`src/rtl/reg_bus_sequencer.sv`:
```
// reg_bus_sequencer: bus-side initiator for the one-hot register file.
//
// Move commands (register-to-register or immediate-to-register) are buffered
// in a small FIFO and executed one at a time as a fixed READ -> WRITE sequence,
// so the register file never sees more than one read and one write enable.
//
// Ports:
//   clk, reset_n          clock (rising edge), asynchronous active-low reset
//   cmd_valid/cmd_ready   command handshake; cmd_ready = FIFO not full
//   cmd_src, cmd_dst      source / destination register indices
//   cmd_imm_sel, cmd_imm  1 = write cmd_imm to dst instead of copying src
//   bus_in                register file dataout (combinational read)
//   bus_out               register file datain; holds its value outside WRITE
//   read_en, write_en     one-hot read select / write strobe
//   busy                  FSM not idle or FIFO non-empty
//   done, err             one-cycle pulses: move completed / illegal command dropped
//   xfer_cnt              (only with XFER_CNT_EN) 16-bit count of completed moves
//
// Optional feature: define XFER_CNT_EN to add the xfer_cnt output.

module reg_bus_sequencer #(
    parameter int unsigned REG_COUNT  = 11,
    parameter int unsigned REG_WIDTH  = 12,
    parameter int unsigned IDX_W      = 4,
    parameter int unsigned FIFO_DEPTH = 4
) (
    input  logic                 clk,
    input  logic                 reset_n,
    input  logic                 cmd_valid,
    output logic                 cmd_ready,
    input  logic [IDX_W-1:0]     cmd_src,
    input  logic [IDX_W-1:0]     cmd_dst,
    input  logic                 cmd_imm_sel,
    input  logic [REG_WIDTH-1:0] cmd_imm,
    input  logic [REG_WIDTH-1:0] bus_in,
    output logic [REG_WIDTH-1:0] bus_out,
    output logic [REG_COUNT-1:0] read_en,
    output logic [REG_COUNT-1:0] write_en,
    output logic                 busy,
    output logic                 done,
    output logic                 err
`ifdef XFER_CNT_EN
    ,
    output logic [15:0]          xfer_cnt
`endif
);

    localparam int unsigned PTR_W = $clog2(FIFO_DEPTH);
    localparam logic [PTR_W:0] PTR_ONE = (PTR_W + 1)'(1);
    // Index limit widened by one bit so REG_COUNT == 2^IDX_W still compares correctly.
    localparam logic [IDX_W:0] REG_LIMIT = (IDX_W + 1)'(REG_COUNT);

    typedef enum logic [1:0] {StIdle, StRead, StWrite} state_e;

    function automatic logic [REG_COUNT-1:0] onehot(input logic [IDX_W-1:0] idx);
        onehot = REG_COUNT'(1) << idx;
    endfunction

    // ---------------------------------------------------------------- FIFO
    logic [IDX_W-1:0]     src_mem [FIFO_DEPTH];
    logic [IDX_W-1:0]     dst_mem [FIFO_DEPTH];
    logic                 sel_mem [FIFO_DEPTH];
    logic [REG_WIDTH-1:0] imm_mem [FIFO_DEPTH];

    // Pointers carry an extra wrap bit to tell full from empty.
    logic [PTR_W:0] wr_ptr_q, rd_ptr_q;
    logic           full, empty, push, pop;

    assign empty     = (wr_ptr_q == rd_ptr_q);
    assign full      = (wr_ptr_q[PTR_W] != rd_ptr_q[PTR_W]) &&
                       (wr_ptr_q[PTR_W-1:0] == rd_ptr_q[PTR_W-1:0]);
    assign cmd_ready = !full;
    assign push      = cmd_valid && !full;

    always_ff @(posedge clk) begin
        if (push) begin
            src_mem[wr_ptr_q[PTR_W-1:0]] <= cmd_src;
            dst_mem[wr_ptr_q[PTR_W-1:0]] <= cmd_dst;
            sel_mem[wr_ptr_q[PTR_W-1:0]] <= cmd_imm_sel;
            imm_mem[wr_ptr_q[PTR_W-1:0]] <= cmd_imm;
        end
    end

    always_ff @(posedge clk or negedge reset_n) begin
        if (!reset_n) begin
            wr_ptr_q <= '0;
            rd_ptr_q <= '0;
        end else begin
            if (push) wr_ptr_q <= wr_ptr_q + PTR_ONE;
            if (pop)  rd_ptr_q <= rd_ptr_q + PTR_ONE;
        end
    end

    logic [IDX_W-1:0]     head_src, head_dst;
    logic                 head_sel, head_bad;
    logic [REG_WIDTH-1:0] head_imm;

    assign head_src = src_mem[rd_ptr_q[PTR_W-1:0]];
    assign head_dst = dst_mem[rd_ptr_q[PTR_W-1:0]];
    assign head_sel = sel_mem[rd_ptr_q[PTR_W-1:0]];
    assign head_imm = imm_mem[rd_ptr_q[PTR_W-1:0]];
    // The source index only matters for register-to-register moves.
    assign head_bad = ({1'b0, head_dst} >= REG_LIMIT) ||
                      (!head_sel && ({1'b0, head_src} >= REG_LIMIT));

    // ----------------------------------------------------------------- FSM
    state_e               state_q, state_d;
    logic [IDX_W-1:0]     src_q, src_d, dst_q, dst_d;
    logic [REG_WIDTH-1:0] hold_q, hold_d, last_out_q, last_out_d;
    logic                 done_q, done_d, err_q, err_d;

    always_ff @(posedge clk or negedge reset_n) begin
        if (!reset_n) begin
            state_q    <= StIdle;
            src_q      <= '0;
            dst_q      <= '0;
            hold_q     <= '0;
            last_out_q <= '0;
            done_q     <= 1'b0;
            err_q      <= 1'b0;
        end else begin
            state_q    <= state_d;
            src_q      <= src_d;
            dst_q      <= dst_d;
            hold_q     <= hold_d;
            last_out_q <= last_out_d;
            done_q     <= done_d;
            err_q      <= err_d;
        end
    end

    // Enables and bus_out decode only registered state, never cmd_* or bus_in.
    always_comb begin
        state_d    = state_q;
        src_d      = src_q;
        dst_d      = dst_q;
        hold_d     = hold_q;
        last_out_d = last_out_q;
        done_d     = 1'b0;
        err_d      = 1'b0;
        pop        = 1'b0;
        read_en    = '0;
        write_en   = '0;
        bus_out    = last_out_q;
        case (state_q)
            StIdle: begin
                if (!empty) begin
                    pop = 1'b1;
                    if (head_bad) begin
                        err_d = 1'b1;
                    end else begin
                        src_d = head_src;
                        dst_d = head_dst;
                        if (head_sel) begin
                            hold_d  = head_imm;
                            state_d = StWrite;
                        end else begin
                            state_d = StRead;
                        end
                    end
                end
            end
            StRead: begin
                read_en = onehot(src_q);
                hold_d  = bus_in;
                state_d = StWrite;
            end
            StWrite: begin
                write_en   = onehot(dst_q);
                bus_out    = hold_q;
                last_out_d = hold_q;
                done_d     = 1'b1;
                state_d    = StIdle;
            end
            default: state_d = StIdle;
        endcase
    end

    assign busy = (state_q != StIdle) || !empty;
    assign done = done_q;
    assign err  = err_q;

`ifdef XFER_CNT_EN
    logic [15:0] xfer_cnt_q;

    always_ff @(posedge clk or negedge reset_n) begin
        if (!reset_n) begin
            xfer_cnt_q <= '0;
        end else if (done_q) begin
            xfer_cnt_q <= xfer_cnt_q + 16'd1;
        end
    end

    assign xfer_cnt = xfer_cnt_q;
`endif

endmodule
```
`config.mk`:
```
export PLATFORM = sky130hd
export DESIGN_NAME = reg_bus_sequencer
export DESIGN_NICKNAME = d
export VERILOG_FILES = /design/src/rtl/reg_bus_sequencer.sv
export SDC_FILE = /design/constraint.sdc
export NUM_CORES = 1
export LEC_CHECK = 0
export ABC_AREA = 1
export CAP_MARGIN = 40
export CORE_AREA = 2 2 109 111
export DETAILED_ROUTE_END_ITERATION = 16
export DIE_AREA = 0 0 111 113
export HOLD_SLACK_MARGIN = 0.03
export PLACE_DENSITY_LB_ADDON = 0.05
export SYNTH_ARGS = -nofsm -noshare
export SYNTH_HDL_FRONTEND = slang
export SYNTH_SLANG_ARGS = --single-unit
```
`constraint.sdc`:
```
create_clock -name clk -period 2.05 [get_ports clk]
set_input_delay 0.5125 -clock clk [delete_from_list [all_inputs] [get_ports clk]]
set_output_delay 0.5125 -clock clk [all_outputs]
set_load 0.02 [all_outputs]
```
==> run metrics, run 1 <==
fill count 892; IO Port Bufs 73; Period minus WS final 2.11 ns; non-filler cells, final around 760; synthesis-to-layout area growth 31.7%; Diodes inserted 0; run status finished with violations; area share of the largest cell type after synthesis a little under half; number of global-route vias before repair 3507; VDD IR max 1.09 mV; initial antenna violation count 0; RSZ-0062 raised after global routing true; # rows 39; FF-to-FF path depth 11; via count 3709; Avg Cell Area, Syn 10.8 sq um; CP required 1.54 ns; Worst Path Class, Setup reg -> out; skew final 0.0102 ns; post-layout util 63.4%; register area share after synthesis 65.8%; CP Max Fanout 4; Lkg Pwr 3.01 nW; total CTS buffers 17; Die H 113 microns; synthesized area 5430 sq um; Yosys reg bits 126; reg2reg end hold_q[10]$_DFFE_PN0P_; Yosys cell types 33; share of layout cells above drive strength 1 25.8%; synth top area cells edfxtp_1 (46%), dfrtp_1 (19%), nand2_1 (11%), nand3_1 (3.0%), inv_1 (2.8%); failing checks setup timing; total gr overflow 0; nets 641; # Max-Cap Violations 0; synthesized net count 544; die area 12500 sq um; Worst Tran Pin Value 0.533 ns; first-pass GRT wire length approximately 18000 microns; fin worst setup slack -0.0584 ns; residual DRC count 0; dpl cells 721; detailed placer's ending HPWL 7230 microns; clock-pin slew on the worst setup and hold paths about 0.06 ns; clk_lat worst skew ~0.41 ns; fmax 474 MHz; drt pass-1 iters 4; pwr/cell area 1630 nW/um^2; WL final 11200 microns; via/cell ratio 4.91; Fin Setup TNS -0.101 ns; Max Slew Vio Count 0; type of origin of the critical path flip-flop; antenna viol nets, final 0; hold_buf cts 0; die width 111 microns; largest net degree at the start of global routing between 40 and 50; Clock Path Buffers 2; drt initial violations approximately 220; critical path arrival 1.60 ns; R2R setup slack ~0.22 ns; CTS tree built; period utilization 103%; Reg area 3570 sq um; io pins 74; Gate Count Post-Synth 503; YS warnings 0; Hold Vio Cnt, Final 0; Root Driver clkbuf_16; drt wl/cell 14.8 microns; CTS H-tree depth 4; GP Congestion 0.790; Slew HR 64.5%; area of the core 11300 sq um; worst reg2reg path startpoint rd_ptr_q[0]$_DFFE_PN0P_; Initial Utilization 48.2%; area of the multi-input gates approximately 1700 sq um; CP Capture Type output port; Total GRT Usage 18.4%; hold crit path type in -> async; Synth area leader edfxtp_1; Pwr Total 0.0117 W; final setup fails 3; clk sink count approximately 130
==> cells in the mapped netlist (all sizes together) <==
master  count
nand2     173
edfxtp     84
inv        43
dfrtp      42
nand3      35
nor2       31
o21ai      25
a21oi      15
buf        15
a32o       12
clkbuf      6
ha          5
nor3        4
xnor2       4
xor2        3
or2         2
clkinv      1
nand3b      1
nand4       1
nor4        1
==> flip-flops by register name (all words and copies together) (netlist names) <==
| signal | cells |
|---|---|
| imm_mem | 48 |
| dst_mem | 16 |
| src_mem | 16 |
| hold_q | 12 |
| last_out_q | 12 |
| dst_q | 4 |
| sel_mem | 4 |
| src_q | 4 |
| rd_ptr_q | 3 |
| wr_ptr_q | 3 |
| state_q | 2 |
| done | 1 |
| err | 1 |
==> what timing repair did <==
action,in CTS,in global routing
endpoints found under the setup margin,36,54
resized for setup,152,86
buffers inserted,0,3
pin swaps,0,4
==> per-layer routing <==
metal	wire, microns	vias up	GRT usage [%]
li1	-	1872	-
met1	5100	1753	23.6
met2	5540	78	29.2
met3	453	6	5.95
met4	95	0	7.33
met5	0	-	0
==> layout by cell type, fill, tap and decap left out, drive strengths merged, types with 2 or more instances in the layout <==
master / n
a21oi: 15
a32o: 12
buf: 62
clkbuf: 17
clkdlybuf4s50: 36
clkinv: 9
clkinvlp: 3
dfrtp: 42
edfxtp: 84
ha: 5
inv: 45
nand2: 173
nand3: 35
nor2: 31
nor3: 4
o21ai: 25
or2: 2
xnor2: 4
xor2: 3
==> cells by family (layout without fill, tap and decap cells) <==
family                     after synthesis  after routing  share of synthesized area (%)
and+or+nand+nor                        248            248                           20.1
DFF                                    126            126                           65.8
buffers and inverters                   65            174                           5.79
AOI/OAI and AO/OA                       52             52                           6.04
xor gates and xnor gates                 7              7                           1.13
adders and majority gates                5              5                           1.15
==> final cells by class <==
class | instances | share of cell area [%]
flip-flops and latches | 126 | 50.0
multi-input cells | 312 | 24.5
repair buffers | 99 | 12.9
clock buffers | 17 | 5.95
well taps | 143 | 2.50
inverters | 44 | 2.49
clock inverters | 14 | 1.70
==> critical path: stages (launching register included) <==
cell	delay [ns]
dfrtp_1	0.41
nor2_4	0.15
inv_2	0.07
nor2_4	0.11
inv_2	0.08
nor4_4	0.17
buf_4	0.19
==> worst max-delay path by stage <==
stage / start / endpoint
finish: state_q[0]$_DFFE_PN0P_ / write_en[3]
global route: state_q[0]$_DFFE_PN0P_ / write_en[3]
CTS: state_q[0]$_DFFE_PN0P_ / write_en[6]
detailed placement: state_q[1]$_DFFE_PN0P_ / write_en[7]
global placement: state_q[0]$_DFFE_PN0P_ / write_en[7]
floorplan: rd_ptr_q[1]$_DFFE_PN0P_ / dst_mem[0][0]$_DFFE_PP_
==> stage by stage <==
| step | hold slack, ns | cell area (sq um) | setup slack [ns] |
|---|---|---|---|
| floorplan | 0.217 | 5450 | -0.135 |
| global placement | 0.452 | 6440 | -0.0216 |
| global route | 0.201 | 7150 | -0.178 |
| CTS | 0.170 | 6960 | -0.0925 |
| finish | 0.161 | 7150 | -0.0584 |
| detailed placement | 0.459 | 6440 | -0.127 |
==> report_power, final <==
group          internal, W  switching, W  total [W]
Sequential         0.00357      0.000373    0.00394
Combinational      0.00185       0.00316    0.00501
Clock              0.00166       0.00108    0.00273
No activity file was read; power rests on OpenSTA's default activity.
==> run 2, diff against run 1 <==
Settings changed: PLACE_DENSITY_LB_ADDON 0.05 to 0.25.
==> run 2 against run 1 <==
The flow now finishes without violations. Clock skew shrank 0.0057 ns. Clock power up 20%. Combinational power fell by 3%.
==> run metrics, run 2 (same netlist as run 1, synthesis figures left out) <==
WL final 11200 microns (about the same); Total GRT Usage 18.3% (-0.023 points); die area 12500 sq um (unchanged); drt initial violations 193 (-13%); VDD IR max 0.923 mV (-15%); clk sink count 126 (unchanged); dpl cells 718 (-0.42%); CP required 1.54 ns (about the same); period utilization 100% (-2.9 points); run status completed; fill count 864 (-3.1%); critical path arrival 1.54 ns (-0.06 ns); Place WS -0.0876 ns (+0.0396 ns); nets 637 (-0.62%); CTS H-tree depth 4 (unchanged); Diodes inserted 0 (unchanged); fin worst setup slack 0.000987 ns (+0.0594 ns); first-pass GRT wire length 18100 microns (+3.1%); drt pass-1 iters 4 (unchanged); post-route cell area 7130 sq um (-0.26%); via count 3780 (+1.9%); Root Driver clkbuf_16; skew final 0.00454 ns (-0.00568 ns); FF-to-FF path depth 12 (+1); Hold Vio Cnt, Final 0 (unchanged); final setup fails 0 (-3); most used cell along the critical path inv_2; synthesis-to-layout area growth 31.4%; Lkg Pwr 3.02 nW (+0.42%); clock-pin slew on the worst setup and hold paths 0.06 ns (about the same); max incr delay on CP 0.39 ns (-0.02 ns); Max Slew Vio Count 0 (unchanged); # rows 39 (unchanged); detailed placer's ending HPWL 7340 microns (+1.5%); pwr/cell area 1690 nW/um^2 (+3.6%); Hold WS 0.138 ns (-0.0231 ns); Worst Tran Pin Value 0.655 ns (+0.123 ns); type of origin of the critical path flip-flop; Slew HR 56.3% (-8.2 points); placed cell area 6420 sq um (-0.35%); total CTS buffers 17 (unchanged); antenna viol nets, final 0 (unchanged); CP Capture Type output port; non-filler cells, final 752 (-0.40%); area of the core 11300 sq um (unchanged); Levels on crit path 6 (unchanged); reg2reg end hold_q[11]$_DFFE_PN0P_; die width 111 microns (unchanged); Pwr Total 0.0121 W (+3.3%); Crit path max-delay family simple AND/OR/NAND/NOR gates; hold_buf cts 0 (unchanged); drt wl/cell 14.9 microns (+0.44%); residual DRC count 0 (unchanged); CP Max Fanout 4 (unchanged); initial antenna violation count 0 (unchanged); Slowest-stage cell, CP dfrtp_1; worst reg2reg path startpoint rd_ptr_q[0]$_DFFE_PN0P_; RSZ-0062 raised after global routing true; number of global-route vias before repair 3732 (+6.4%); sequence of cells on the critical path nor2_2 -> inv_2 -> nor2_4 -> inv_2 -> nor4_4 -> buf_4; IO Port Bufs 73 (unchanged); CTS tree built; largest net degree at the start of global routing 30 (-30%); CP Buf/Inv Count 3 (unchanged); hold crit path type in -> async; commonest cells after routing, fill and taps aside nand2_1 (151), edfxtp_1 (84), dfrtp_1 (40), clkdlybuf4s50_1 (36), inv_1 (35); Initial Utilization 48.2% (unchanged); total gr overflow 0 (unchanged); via/cell ratio 5.03 (+2.3%); Period minus WS final 2.05 ns (-0.0594 ns); Die H 113 microns (unchanged); clk_lat worst skew 0.40 ns (about the same); GP Congestion 0.781 (-1.1%); most common cell after layout, fill and taps aside nand2_1; Largest register FFs 48 (unchanged); share of layout cells above drive strength 1 25.5% (-0.37 points); Worst Path Class, Setup reg -> out; io pins 74 (unchanged); Clock Path Buffers 2 (unchanged); crit path from state_q[0]$_DFFE_PN0P_; # Max-Cap Violations 0 (unchanged); fmax 488 MHz (+2.9%); R2R setup slack 0.15 ns (-0.07 ns)
==> run 2: worst register-to-register path, stage by stage, from the launching register on <==
cell and delay [ns]:
dfrtp_2 0.45, buf_12 0.18, inv_6 0.17, nand2_1 0.10
nand3_1 0.09, nand2_1 0.11, nand2_1 0.10, nand2_2 0.06
nand2_4 0.09, nand3_4 0.18, nand2_8 0.17, nand2_1 0.07
nand2_1 0.06
==> run 2: worst max-delay path by stage <==
| stage | to | slack (ns) |
|---|---|---|
| final | write_en[3] | 0.001 |
| after global routing | write_en[3] | -0.15 |
| after CTS | bus_out[8] | -0.04 |
| after detailed placement | write_en[6] | -0.09 |
| after global placement | write_en[7] | -0.02 |
| after floorplan | dst_mem[0][0]$_DFFE_PP_ | -0.13 |
==> run 2: layout make-up <==
class                      instances  area, sq um  share of cell area, %
clock inverter                    15          231                   3.25
inverter                          44          173                   2.42
sequential                       126         3580                   50.2
tap                              143          179                   2.51
multi-input combinational        312         1700                   23.9
timing repair buffer              95          843                   11.8
clock buffer                      17          425                   5.97
==> run 2: stage by stage <==
| step | TNS [ns] | utilization [%] |
|---|---|---|
| floorplan | -8.48 | - |
| global placement | -0.0536 | 57.0 |
| detailed placement | -0.636 | 57.0 |
| CTS | -0.153 | 61.7 |
| global route | -1.40 | 63.2 |
| finish | 0 | 63.2 |
==> run 2: power by group <==
part,switching [W],internal (W),leakage [nW]
registers,0.000374,0.00357,1.29
logic,0.00312,0.00172,1.41
clock network,0.00111,0.00217,0.316
total,0.00460,0.00747,3.02
==> run 2: layer usage <==
metal	track usage [%]	wire length (microns)	share of wire, %	vias up
li1	-	-	-	1870
met1	22.7	4840	43	1800
met2	30.8	5720	51	96
met3	5.95	491	4.4	14
met4	5.92	141	1.3	0
met5	0	0	0	-
==> run 2: timing repair <==
item,CTS,global route
endpoints found under the setup margin,36,48
resized for setup,150,66
gates cloned,0,1
setup buffers,0,1
pin swaps,0,3
==> run 3, diff against run 2 <==
Settings changed: GPL_TIMING_DRIVEN set to 0.
==> run 3 against run 2 <==
The run now ends with setup timing left. Clock power decreased by 16%. Sequential power barely moved. Combinational power grew 12%. Final cell count grew 2.4%. Fmax fell by 4.3%. Utilization rose by 0.94 points. Critical endpoint unchanged.
==> run metrics, run 3 (same netlist as run 1, synthesis figures left out) <==
run status finished with violations; failing checks setup timing; die width 111 microns (unchanged); WL final 11800 microns (+5.8%); CTS H-tree depth 4 (unchanged); Largest register FFs 48 (unchanged); type of origin of the critical path flip-flop; synthesis-to-layout area growth 33.3%; sequence of cells on the critical path nor2_4 -> inv_2 -> nor2_4 -> inv_4 -> nor4_4 -> buf_4; fmax 467 MHz (-4.3%); area of the core 11300 sq um (unchanged); nets 655 (+2.8%); clk_lat worst skew 0.41 ns (about the same); antenna viol nets, final 0 (unchanged); period utilization 104% (+4.5 points); Diodes inserted 0 (unchanged); FF-to-FF path depth 8 (-4); GP Congestion 0.804 (+2.9%); total CTS buffers 17 (unchanged); pwr/cell area 1670 nW/um^2 (-1.1%); share of layout cells above drive strength 1 27.4% (+2.0 points); VDD IR max 0.949 mV (+2.8%); fin worst setup slack -0.0914 ns (-0.0924 ns); die area 12500 sq um (unchanged); drt pass-1 iters 5 (+1); most used cell along the critical path nor2_4; max incr delay on CP 0.42 ns (+0.03 ns); Hold Path Origin last_out_q[1]$_DFF_PN0_; largest net degree at the start of global routing 37 (+23%); initial antenna violation count 0 (unchanged); Total GRT Usage 19.3% (+0.96 points); residual DRC count 0 (unchanged); clock-pin slew on the worst setup and hold paths 0.06 ns (about the same); fill count 846 (-2.1%); Root Driver clkbuf_16; Hold Vio Cnt, Final 0 (unchanged); detailed placer's ending HPWL 7850 microns (+7.0%); Worst Hold Path EP last_out_q[1]$_DFF_PN0_; worst reg2reg path startpoint rd_ptr_q[1]$_DFFE_PN0P_; IO Port Bufs 73 (unchanged); Clock Path Buffers 2 (unchanged); Initial Utilization 48.2% (unchanged); commonest cells after routing, fill and taps aside nand2_1 (144), edfxtp_1 (84), dfrtp_1 (40), clkdlybuf4s50_1 (36), inv_1 (35); Worst Tran Pin Value 0.440 ns (-0.215 ns); Fin Setup TNS -0.460 ns (-0.460 ns); drt wl/cell 15.4 microns (+3.4%); first-pass GRT wire length 18900 microns (+4.5%); Place WS -0.655 ns (-0.567 ns); # rows 39 (unchanged); placed cell area 6420 sq um (about the same); reg2reg end hold_q[7]$_DFFE_PN0P_; drt initial violations 271 (+40%); Max Slew Vio Count 0 (unchanged); skew final 0.00756 ns (+0.00302 ns); Slowest-stage cell, CP dfrtp_1; Period minus WS final 2.14 ns (+0.0924 ns); io pins 74 (unchanged); CTS tree built; R2R setup slack 0.11 ns (-0.04 ns); final setup fails 7 (+7); Lkg Pwr 3.06 nW (+1.5%); CP Max Fanout 4 (unchanged); number of global-route vias before repair 3843 (+3.0%); via/cell ratio 5.05 (+0.48%); hold crit path type reg -> reg; via count 3889 (+2.9%); Die H 113 microns (unchanged); RSZ-0062 raised after global routing true; post-route cell area 7240 sq um (+1.5%); most common cell after layout, fill and taps aside nand2_1; worst hold stages 2; Slew HR 70.6% (+14 points); CP required 1.54 ns (about the same); CP Capture Type output port; # Max-Cap Violations 0 (unchanged); total gr overflow 0 (unchanged); critical path arrival 1.63 ns (+0.09 ns); Worst Path Class, Setup reg -> out; clk sink count 126 (unchanged)
## run 3: cell types whose count changed in the layout (fill, tap and decap cells not counted), sizes merged, moves of 3 or more
cell,previous run,this run
bufinv,5,0
buf,59,72
clkbuf,17,20
inv,48,51
## run 3: final cells by class
class / count / area [sq um] / share of cell area [%]
flip-flops and latches: 126 / 3580 / 49.4
clock buffers: 17 / 425 / 5.88
inverters: 44 / 178 / 2.46
plain buffers: 18 / 140 / 1.94
well taps: 143 / 179 / 2.47
multi-input cells: 313 / 1750 / 24.1
repair buffers: 94 / 867 / 12.0
clock inverters: 15 / 124 / 1.71
## run 3: power by group
| group | internal [W] | switching (W) | total [W] |
|---|---|---|---|
| clock | 0.00158 | 0.00116 | 0.00274 |
| combinational | 0.00209 | 0.00333 | 0.00543 |
| sequential | 0.00357 | 0.000370 | 0.00394 |
| total | 0.00724 | 0.00487 | 0.0121 |
## run 3: worst max path at each step
| stage | cells after the start | startpoint | slack, ns | end |
|---|---|---|---|---|
| 5_1_grt | 6 | state_q[0]$_DFFE_PN0P_ | -0.17 | write_en[3] |
| 4_1_cts | 4 | rd_ptr_q[1]$_DFFE_PN0P_ | -0.16 | cmd_ready |
| 6_report | 6 | state_q[0]$_DFFE_PN0P_ | -0.09 | write_en[3] |
| 3_5_place_dp | 7 | state_q[1]$_DFFE_PN0P_ | -0.65 | read_en[0] |
| 3_3_place_gp | 7 | state_q[1]$_DFFE_PN0P_ | -0.60 | read_en[0] |
| 2_1_floorplan | 5 | rd_ptr_q[1]$_DFFE_PN0P_ | -0.13 | dst_mem[0][0]$_DFFE_PP_ |
## run 3: timing repair
| action | 4_1_cts | 5_1_grt |
|---|---|---|
| endpoints found under the hold margin | 6 | 0 |
| cloned | 0 | 2 |
| hold buffers | 1 | 0 |
| pin swaps | 2 | 3 |
| resized for setup | 201 | 48 |
| setup buffers | 6 | 9 |
| endpoints found under the setup margin | 105 | 95 |
## run 3: metal layers
layer | wire [microns] | GRT usage (%) | vias to the layer above
met2 | 6120 | 33.6 | 103
met5 | 0 | 0 | -
met1 | 4980 | 24.0 | 1860
met3 | 508 | 3.75 | 20
met4 | 232 | 7.42 | 0
li1 | - | - | 1906
## run 3: worst max-delay path, delay by kind of cell, from the launching register on
| kind | cells | cell delay [ns] |
|---|---|---|
| DFF | 1 | 0.42 |
| buffers and inverters | 3 | 0.33 |
| and+or+nand+nor | 3 | 0.46 |
## run 3: per-stage QoR
| step | cells | hold slack [ns] | util [%] | power (W) |
|---|---|---|---|---|
| after global placement | 719 | 0.454 | 56.4 | 0.00862 |
| after detailed placement | 723 | 0.377 | 56.9 | 0.00883 |
| after floorplan | 503 | 0.217 | - | 0.00728 |
| after global routing | 770 | 0.500 | 64.2 | 0.0129 |
| after CTS | 761 | 0.471 | 62.3 | 0.0118 |
| final | 770 | 0.474 | 64.2 | 0.0121 |
